**config.mk**
```make
export PLATFORM = sky130hd
export DESIGN_NAME = param_updown_counter_with_load
export DESIGN_NICKNAME = d
export VERILOG_FILES = /design/src/rtl/param_updown_counter_with_load.sv
export SDC_FILE = /design/constraint.sdc
export NUM_CORES = 1
export LEC_CHECK = 0
export ABC_CLOCK_PERIOD_IN_PS = 2800
export BUFFER_PORTS_ARGS = -buffer_cell sky130_fd_sc_hd__buf_2
export CORE_MARGIN = 2
export CORE_UTILIZATION = 49
export CTS_CLUSTER_SIZE = 8
export DETAILED_ROUTE_END_ITERATION = 8
export PLACE_DENSITY = 0.68
export SETUP_SLACK_MARGIN = 0.4
export SYNTH_ARGS = -nofsm -noshare
export SYNTH_HDL_FRONTEND = slang
export SYNTH_SLANG_ARGS = --single-unit
```
**constraint.sdc**
```tcl
create_clock -name systemClock -period 2.8 [get_ports systemClock]
set_clock_uncertainty 0.05 [all_clocks]
set_input_delay 0.56 -clock systemClock [delete_from_list [all_inputs] [get_ports systemClock]]
set_output_delay 0.56 -clock systemClock [all_outputs]
set_load 0.005 [all_outputs]
```
**src/rtl/param_updown_counter_with_load.sv**
```systemverilog
// param_updown_counter_with_load: WIDTH-bit up/down counter driven by debounced buttons,
//   with level-sensitive parallel load, programmable STEP, and a wrap or saturate mode.
// Latency: counter, atMax, atMin and boundaryHit are registered. The counter changes at most
//   2**SCALER_BITS + 1 clocks after a synchronised button edge.
// Backpressure: none. Each press yields one request, held until the counter logic acks it.
// Ports:
//   systemClock, resetN (async, active-low)
//   upButton, downButton, loadButton  raw button inputs, synchronised internally
//   switches[WIDTH]                   load data
//   counter[WIDTH], atMax, atMin      registered count and boundary flags
//   boundaryHit                       1-cycle pulse when a wrap or clamp occurs
// Optional feature: define AUTO_REPEAT_EN for held-button auto repeat.
//   First repeat fires after 16 ticks, then one repeat every 4 ticks.
module param_updown_counter_with_load #(
  parameter int WIDTH       = 4,
  parameter int SCALER_BITS = 20,
  parameter int STEP        = 1,
  parameter int SATURATE    = 0
) (
  input  logic             systemClock,
  input  logic             resetN,
  input  logic             upButton,
  input  logic             downButton,
  input  logic             loadButton,
  input  logic [WIDTH-1:0] switches,
  output logic [WIDTH-1:0] counter,
  output logic             atMax,
  output logic             atMin,
  output logic             boundaryHit
);

  localparam logic [1:0] ST_IDLE     = 2'd0;
  localparam logic [1:0] ST_REQ      = 2'd1;
  localparam logic [1:0] ST_WAIT_REL = 2'd2;

  localparam logic [WIDTH:0]       STEP_X = (WIDTH+1)'(STEP);
  localparam logic [WIDTH:0]       MAX_X  = {1'b0, {WIDTH{1'b1}}};
  localparam logic [WIDTH-1:0]     MAX_W  = {WIDTH{1'b1}};
  localparam logic [SCALER_BITS-1:0] PS_ONE = SCALER_BITS'(1);

  // Two-flop synchronisers. Bit 1 is the synchronised value.
  logic [1:0] up_sync_q, dn_sync_q, ld_sync_q;
  logic [SCALER_BITS-1:0] prescaler_q;
  logic tick;
  logic [1:0] btn_sync;   // [0] = up, [1] = down
  logic ld_sync;
  logic [1:0] req;
  logic [1:0] ack;

  logic [WIDTH-1:0] counter_q, counter_d;
  logic             at_max_q, at_min_q, bhit_q, bhit_d;
  logic [WIDTH:0]   sum_x;
  logic [WIDTH-1:0] dif_w;

  always_ff @(posedge systemClock or negedge resetN) begin
    if (!resetN) begin
      up_sync_q   <= '0;
      dn_sync_q   <= '0;
      ld_sync_q   <= '0;
      prescaler_q <= '0;
    end else begin
      up_sync_q   <= {up_sync_q[0], upButton};
      dn_sync_q   <= {dn_sync_q[0], downButton};
      ld_sync_q   <= {ld_sync_q[0], loadButton};
      prescaler_q <= prescaler_q + PS_ONE;
    end
  end

  assign tick     = &prescaler_q;
  assign btn_sync = {dn_sync_q[1], up_sync_q[1]};
  assign ld_sync  = ld_sync_q[1];

  // Press detectors. A detector is disarmed after reset until it sees the button
  // released on a tick. A button still held through reset therefore cannot count
  // until it has been released and pressed again.
  for (genvar b = 0; b < 2; b++) begin : g_btn
    logic [1:0] state_q, state_d;
    logic       armed_q, armed_d;
`ifdef AUTO_REPEAT_EN
    logic [3:0] rpt_q, rpt_d;
    logic       first_q, first_d;   // next repeat is the long initial delay
`endif

    always_comb begin
      state_d = state_q;
      armed_d = armed_q;
`ifdef AUTO_REPEAT_EN
      rpt_d   = rpt_q;
      first_d = first_q;
`endif
      if (tick && !btn_sync[b]) armed_d = 1'b1;
      case (state_q)
        ST_IDLE: begin
          if (tick && btn_sync[b] && armed_q) begin
            state_d = ST_REQ;
`ifdef AUTO_REPEAT_EN
            rpt_d   = 4'd0;
            first_d = 1'b1;
`endif
          end
        end
        ST_REQ: begin
          if (ack[b]) state_d = ST_WAIT_REL;
        end
        ST_WAIT_REL: begin
          if (tick && !btn_sync[b]) begin
            state_d = ST_IDLE;
          end
`ifdef AUTO_REPEAT_EN
          else if (tick) begin
            // Ticks held in WAIT_REL: the 16th re-requests first, then every 4th.
            if (rpt_q == (first_q ? 4'd15 : 4'd3)) begin
              state_d = ST_REQ;
              rpt_d   = 4'd0;
              first_d = 1'b0;
            end else begin
              rpt_d = rpt_q + 4'd1;
            end
          end
`endif
        end
        default: state_d = ST_IDLE;
      endcase
    end

    always_ff @(posedge systemClock or negedge resetN) begin
      if (!resetN) begin
        state_q <= ST_IDLE;
        armed_q <= 1'b0;
`ifdef AUTO_REPEAT_EN
        rpt_q   <= 4'd0;
        first_q <= 1'b1;
`endif
      end else begin
        state_q <= state_d;
        armed_q <= armed_d;
`ifdef AUTO_REPEAT_EN
        rpt_q   <= rpt_d;
        first_q <= first_d;
`endif
      end
    end

    assign req[b] = (state_q == ST_REQ);
  end

  assign sum_x = {1'b0, counter_q} + STEP_X;
  assign dif_w = counter_q - STEP_X[WIDTH-1:0];

  // Counter update and request acknowledgement.
  // Priority: load > simultaneous up/down > up > down.
  // Requests are discarded for as long as the synchronised load is high, not only
  // on the tick that loads. A press made together with a held load therefore
  // cannot count on the following clock.
  always_comb begin
    counter_d = counter_q;
    bhit_d    = 1'b0;
    ack       = 2'b00;
    if (ld_sync) begin
      ack = req;
      if (tick) counter_d = switches;
    end else if (&req) begin
      ack = 2'b11;
    end else if (req[0]) begin
      ack[0] = 1'b1;
      if (sum_x > MAX_X) begin
        bhit_d    = 1'b1;
        counter_d = (SATURATE != 0) ? MAX_W : sum_x[WIDTH-1:0];
      end else begin
        counter_d = sum_x[WIDTH-1:0];
      end
    end else if (req[1]) begin
      ack[1] = 1'b1;
      if ({1'b0, counter_q} < STEP_X) begin
        bhit_d    = 1'b1;
        counter_d = (SATURATE != 0) ? '0 : dif_w;
      end else begin
        counter_d = dif_w;
      end
    end
  end

  // Flags are computed from the next count, so they align with counter.
  always_ff @(posedge systemClock or negedge resetN) begin
    if (!resetN) begin
      counter_q <= '0;
      at_max_q  <= 1'b0;
      at_min_q  <= 1'b1;
      bhit_q    <= 1'b0;
    end else begin
      counter_q <= counter_d;
      at_max_q  <= (counter_d == MAX_W);
      at_min_q  <= (counter_d == '0);
      bhit_q    <= bhit_d;
    end
  end

  assign counter     = counter_q;
  assign atMax       = at_max_q;
  assign atMin       = at_min_q;
  assign boundaryHit = bhit_q;

endmodule

```
# Word level (Yosys, flattened, before mapping)

Cells that the tools add are included.
Widths: inputs -> output; s select.

Bits in registers: 39
Input port bits: 9
Word-level logic and storage cells: 67

Add/sub/neg operators: 3
$lt $le $gt $ge: 2
Equality and inequality tests: 11
Muxes and demuxes: 24
Reduce and logical (&&, ||, !) cells: 15

Operators by type and width:

| operator              | count |
|---|---|
| $add 20x1->20 const B | 1 |
| $mux 4                | 5 |
| $reduce_and 20->1     | 1 |
| $mux 2                | 8 |
| $pmux 2 s3            | 2 |
| $mux 1                | 9 |
| $ne 2x2->1 const B    | 4 |
| $logic_and 1x1->1     | 6 |
| $reduce_and 3->1      | 2 |
| $add 4x1->5 const B   | 1 |
| $gt 5x4->1 const B    | 1 |
| $eq 2x1->1 const B    | 2 |
| $eq 2x2->1 const B    | 2 |
| $eq 4x4->1 const B    | 1 |
| $logic_not 2->1       | 2 |
| $logic_not 4->1       | 1 |
| $lt 4x1->1 const B    | 1 |
| $ne 2x1->1 const B    | 2 |
| $sub 4x1->4 const B   | 1 |
| $logic_not 1->1       | 2 |
| $reduce_and 2->1      | 1 |

# Logic depth before layout (Yosys ltp)

Word-level depth: 7
Gate-level depth with buffers: 7

# Worst setup path after synthesis

Ideal clock, no wire load.

Kind: reg2reg
Start point: register prescaler_q[0]
End point: register at_min_q (netlist: atMin)
Setup time: 63 ps
Arrival time: 1917 ps
Required time: 2687 ps
Setup slack: 770 ps
Cell stages (with the launch flop): 8
Clock period less this slack: 2030 ps
Cells stage by stage: dfrtp_1 ha_1 nand4_1 nor4_4 nand4_4 mux2_4 a21oi_4 and4_1

Longest elaborated chain between the ends: 4

RTL lines:

| item                   | line | source |
|---|---|---|
| from (decl)            | 43   | `logic [SCALER_BITS-1:0] prescaler_q;` |
| from (signal assigned) | 65   | `prescaler_q <= prescaler_q + PS_ONE;` |
| $reduce_and 20->1      | 69   | `assign tick = &prescaler_q;` |
| $mux 4                 | 161  | `if (tick) counter_d = switches;` |
| $mux 4                 | 159  | `if (ld_sync) begin` |
| $logic_not 4->1        | 193  | `at_min_q <= (counter_d == '0);` |
| to (signal assigned)   | 193  |  |
| to (decl)              | 51   | `logic at_max_q, at_min_q, bhit_q, bhit_d;` |

Every way passes these cells.
A chain may end at the register's enable or synchronous reset.

# Worst setup path after layout

Same ends and word-level chain as after synthesis.

==> summary by stage <==
Drt
The first detailed-routing pass took 4 iterations. The post-detailed-route count of antenna-violating nets is 0. For this run, design rule violations remaining after detail routing come to 0.

Using the TritonRoute via totals, the vias-per-cell ratio works out to 5.12. The DRC marker count from the first detailed-route iteration is about 90. The aggregate routed wire length is 2700 µm. The final route contains 1110 vias. The routed length per placed instance is 12.4 µm.

CTS
The largest buffer count on any clock path is 2. Clock-pin slew was measured on the worst setup and hold paths at 110 ps. After clock tree synthesis, the repair step resized 0 gates. TritonCTS built the clock tree. The root buffer cell is sky130_fd_sc_hd__clkbuf_4. The number of clock sinks seen by CTS is 39. The hold buffer count at cts is 0. Once the clock tree was built, the setup fixing pass inserted 0 buffers.

The H-tree was split into 2 levels. The clock insertion delay at the later pin of the skew report is 350 ps. Buffers inserted during clock tree synthesis total 5.

Floorplan
The die is approximately 63 µm tall. Measured along the x axis, the die boundary spans 63.4 µm. The die area is 4020 µm². The core region is between 3000 and 4000 µm². Pin placement for this block handled 16 I/O pins. The floorplan has 21 rows. The effective utilization at floorplan is 51.4%.

Final layout
The proportion of layout cells with a drive suffix above 1 is ~20%. Leaving out filler cells and counting taps, the final layout contains 217. The area growth from synthesis to layout is 10.1%.

The final-stage net count is 183. The count of fill cells added during filler insertion is between 300 and 400. The antenna diode count is 0.

STA
Timing would allow up to 449 MHz. Setup violations remaining at the end of the flow were counted as 0. The final-report hold violation count is 0. For the finished layout, the period the worst path requires is between 2000 and 2500 ps.

The worst hold margin is 251 ps. The slew of the pin with the lowest slew margin is 824 ps. The number of max-slew violations in the final report was 0. Setup repair after global routing left no endpoint under its margin.

The setup total negative slack is 0 ps. In the finished design, the share of the clock period the worst path needs comes to 79.6%. The least setup slack across all paths after layout is between 500 and 600 ps. Headroom to the max-slew limit came out at 45.1%.

Logic synthesis
The most frequently used cell type in the post-synthesis netlist is sky130_fd_sc_hd__dfrtp_1. The cell taking the most area after synthesis is sky130_fd_sc_hd__dfrtp_1. The share of synthesized area occupied by flip-flops and latches is 56.6%.

The count of distinct cell types in the synthesized netlist is 35. The area of the mapped netlist is 1730 µm². The synthesized design devotes to its leading area cell type 55.0% of total area. The synthesized net count is between 150 and 200. By area the synthesized netlist is led by sky130_fd_sc_hd__dfrtp_1 (55%), sky130_fd_sc_hd__xnor2_1 (8.1%), sky130_fd_sc_hd__xor2_1 (3.0%).

The count of flip-flops with a built-in enable after synthesis is 0. The gate count of the mapped netlist is 150. The post-synthesis average cell area is 11.5 µm². After synthesis, the share of flip-flops with an asynchronous set or reset is 100%. In the synthesized netlist, the cells that appear most often are sky130_fd_sc_hd__dfrtp_1 (38), sky130_fd_sc_hd__xnor2_1 (16), sky130_fd_sc_hd__nor2_1 (12). Yosys printed 0 warnings.

In the synthesized netlist the dominant register cell turns out to be sky130_fd_sc_hd__dfrtp_1. In this run, synthesis produced a sequential element count of 39.

Global route
Entering global routing, the biggest net connects 40 pins. The number of antenna violations at the first check in global routing was 0. The total overflow left after global routing is 0. The total track usage is about 16%. The number of global-route vias before repair is approximately 1.1k.

The first global-routing pass estimated 4950 µm of wire.

Setup path
The required time of the critical path is 3040 ps. The slowest library cell on the worst path is sky130_fd_sc_hd__dfrtp_1. The critical path arrival is 2470 ps. By startpoint and endpoint, the worst setup path is classified as flip-flop to flip-flop.

Walking the worst path, the cells encountered are ha_1, nand4_1, nor4_4, nand4_4, mux2_4, a21oi_4, and4_1. The type of origin of the critical path is a flip-flop. The critical path capture point type is a flip-flop. The largest stage delay on the critical path is 390 ps. Of all nets on the critical path, the largest fanout is 10.

The number of cells traversed by the worst register-to-register path is 7.

Pwr
The static power due to leakage is 0.927 nW. Dividing total power by cell area gives a power density of 534 nW/µm². In this run the power spent charging and discharging nets is 0.269 mW.

Internal power comes to 0.748 mW. Per report_power, the clock group accounts for 26.9% of the total. The share of total power dissipated in sequential elements is 61.0%. The relative contribution of combinational cells to total power is 12.1%. In this run switching power makes up 26.4% of total power. Across the VDD grid, the largest voltage drop is 0.288 mV.

Placement
The half-perimeter wire length after detailed placement is ~1900 µm. The number of buffers added on ports is 15. Including well taps, the total number of placed cells is 209. At the end of routability-driven placement, the weighted congestion stood at 0.839.

The pre-CTS setup slack is ~580 ps.

Job
Across the run, the number of max-cap violations was 0.

Min path
The classification of the worst-slack hold path is primary input to asynchronous set/reset pin.

Run status
The flow ran to the end, and the final reports show no timing, DRC or antenna violations.
==> path summary, 6_finish.rpt <==
path | start | endpoint | slack [ps]
min in group systemClock | loadButton | ld_sync_q[0] | 260
worst min register to register | up_sync_q[0] | up_sync_q[1] | 310
max in group asynchronous | resetN | up_sync_q[1] | 1940
worst max-delay path | prescaler_q[0] | atMin | 570
worst min-delay path | resetN | prescaler_q[13] | 250
worst max register to register | prescaler_q[0] | atMin | 570
==> area by class of cell <==
cell class                      count  area, µm²  share of cell area [%]
Multi-Input combinational cell    100        709                    37.3
Tap cell                           46       57.6                    3.02
Inverter                            9       33.8                    1.78
Timing Repair Buffer               15       75.1                    3.94
Sequential cell                    39        977                    51.3
Clock inverter                      1       5.00                   0.263
Clock buffer                        7       45.0                    2.37
==> per-layer routing <==
layer | GRT usage, % | part of all wire, % | wire, µm | up-vias
li1 | - | - | - | 550
met1 | 20.1 | 46 | 1250 | 530
met2 | 25.0 | 46 | 1240 | 23
met3 | 3.57 | 5.0 | 136 | 7
met4 | 10.3 | 2.3 | 63 | 0
met5 | 0 | 0 | 0 | -
==> through the flow <==
step	total power, mW	utilization, %	area [µm²]
floorplan	0.704	-	1730
global placement	0.750	55.1	1850
detailed placement	0.758	55.1	1850
CTS	1.03	56.6	1900
global route	1.08	56.6	1900
finish	1.02	56.6	1900
==> registers in the layout (all words and copies together) (netlist names) <==
| name | cells |
|---|---|
| atMin | 1 |
| g_btn.armed_q | 2 |
| up_sync_q | 2 |
| dn_sync_q | 2 |
| counter | 4 |
| g_btn.state_q | 4 |
| prescaler_q | 20 |
| boundaryHit | 1 |
| atMax | 1 |
| ld_sync_q | 2 |
==> critical path, delay by kind of cell (launching register included) <==
family / cells / cell delay (ps)
flip-flops: 1 / 390
multiplexers: 1 / 360
AO/OA/AOI/OAI: 1 / 160
adder cells (fa/ha/maj): 1 / 210
AND/OR/NAND/NOR: 4 / 1000
==> cell usage in the layout (no fill, tap or decap), drive strengths merged <==
| cell type | netlist | final |
|---|---|---|
| a22o | 1 | 1 |
| xnor2 | 16 | 16 |
| or2 | 2 | 2 |
| buf | 0 | 15 |
| nand2b | 4 | 4 |
| dfrtp | 38 | 38 |
| o2111ai | 1 | 1 |
| and2 | 1 | 1 |
| nor2b | 2 | 2 |
| clkbuf | 2 | 7 |
| and4 | 1 | 1 |
| o211ai | 1 | 1 |
| nand4 | 5 | 5 |
| nand3 | 11 | 11 |
| o21ai | 3 | 3 |
| dfstp | 1 | 1 |
| nor4 | 4 | 4 |
| inv | 9 | 9 |
| mux2 | 2 | 2 |
| a21oi | 3 | 3 |
| nor2 | 12 | 12 |
| and3 | 2 | 2 |
| nor3 | 3 | 3 |
| xor2 | 6 | 6 |
| clkinv | 0 | 1 |
| ha | 4 | 4 |
| a22oi | 1 | 1 |
| o311ai | 1 | 1 |
| o221a | 2 | 2 |
| nand2 | 12 | 12 |
==> cells by family after synthesis <==
kind of cell    Yosys count  share of synthesized area (%)
compound gates           13                           6.30
fa+ha+maj                 4                           2.90
simple gates             59                           19.2
mux                       2                           1.52
xor+xnor                 22                           11.2
buf+inv                  11                           2.39
flops                    39                           56.6
==> power groups by stage <==
stage / sequential, mW / clock [mW] / combinational (mW)
after global routing: 0.626 / 0.312 / 0.147
after detailed placement: 0.633 / 0 / 0.125
after floorplan: 0.621 / 0 / 0.0830
after CTS: 0.620 / 0.285 / 0.126
final: 0.620 / 0.273 / 0.123
after global placement: 0.628 / 0 / 0.121
Power figures use the tool's default switching activity.
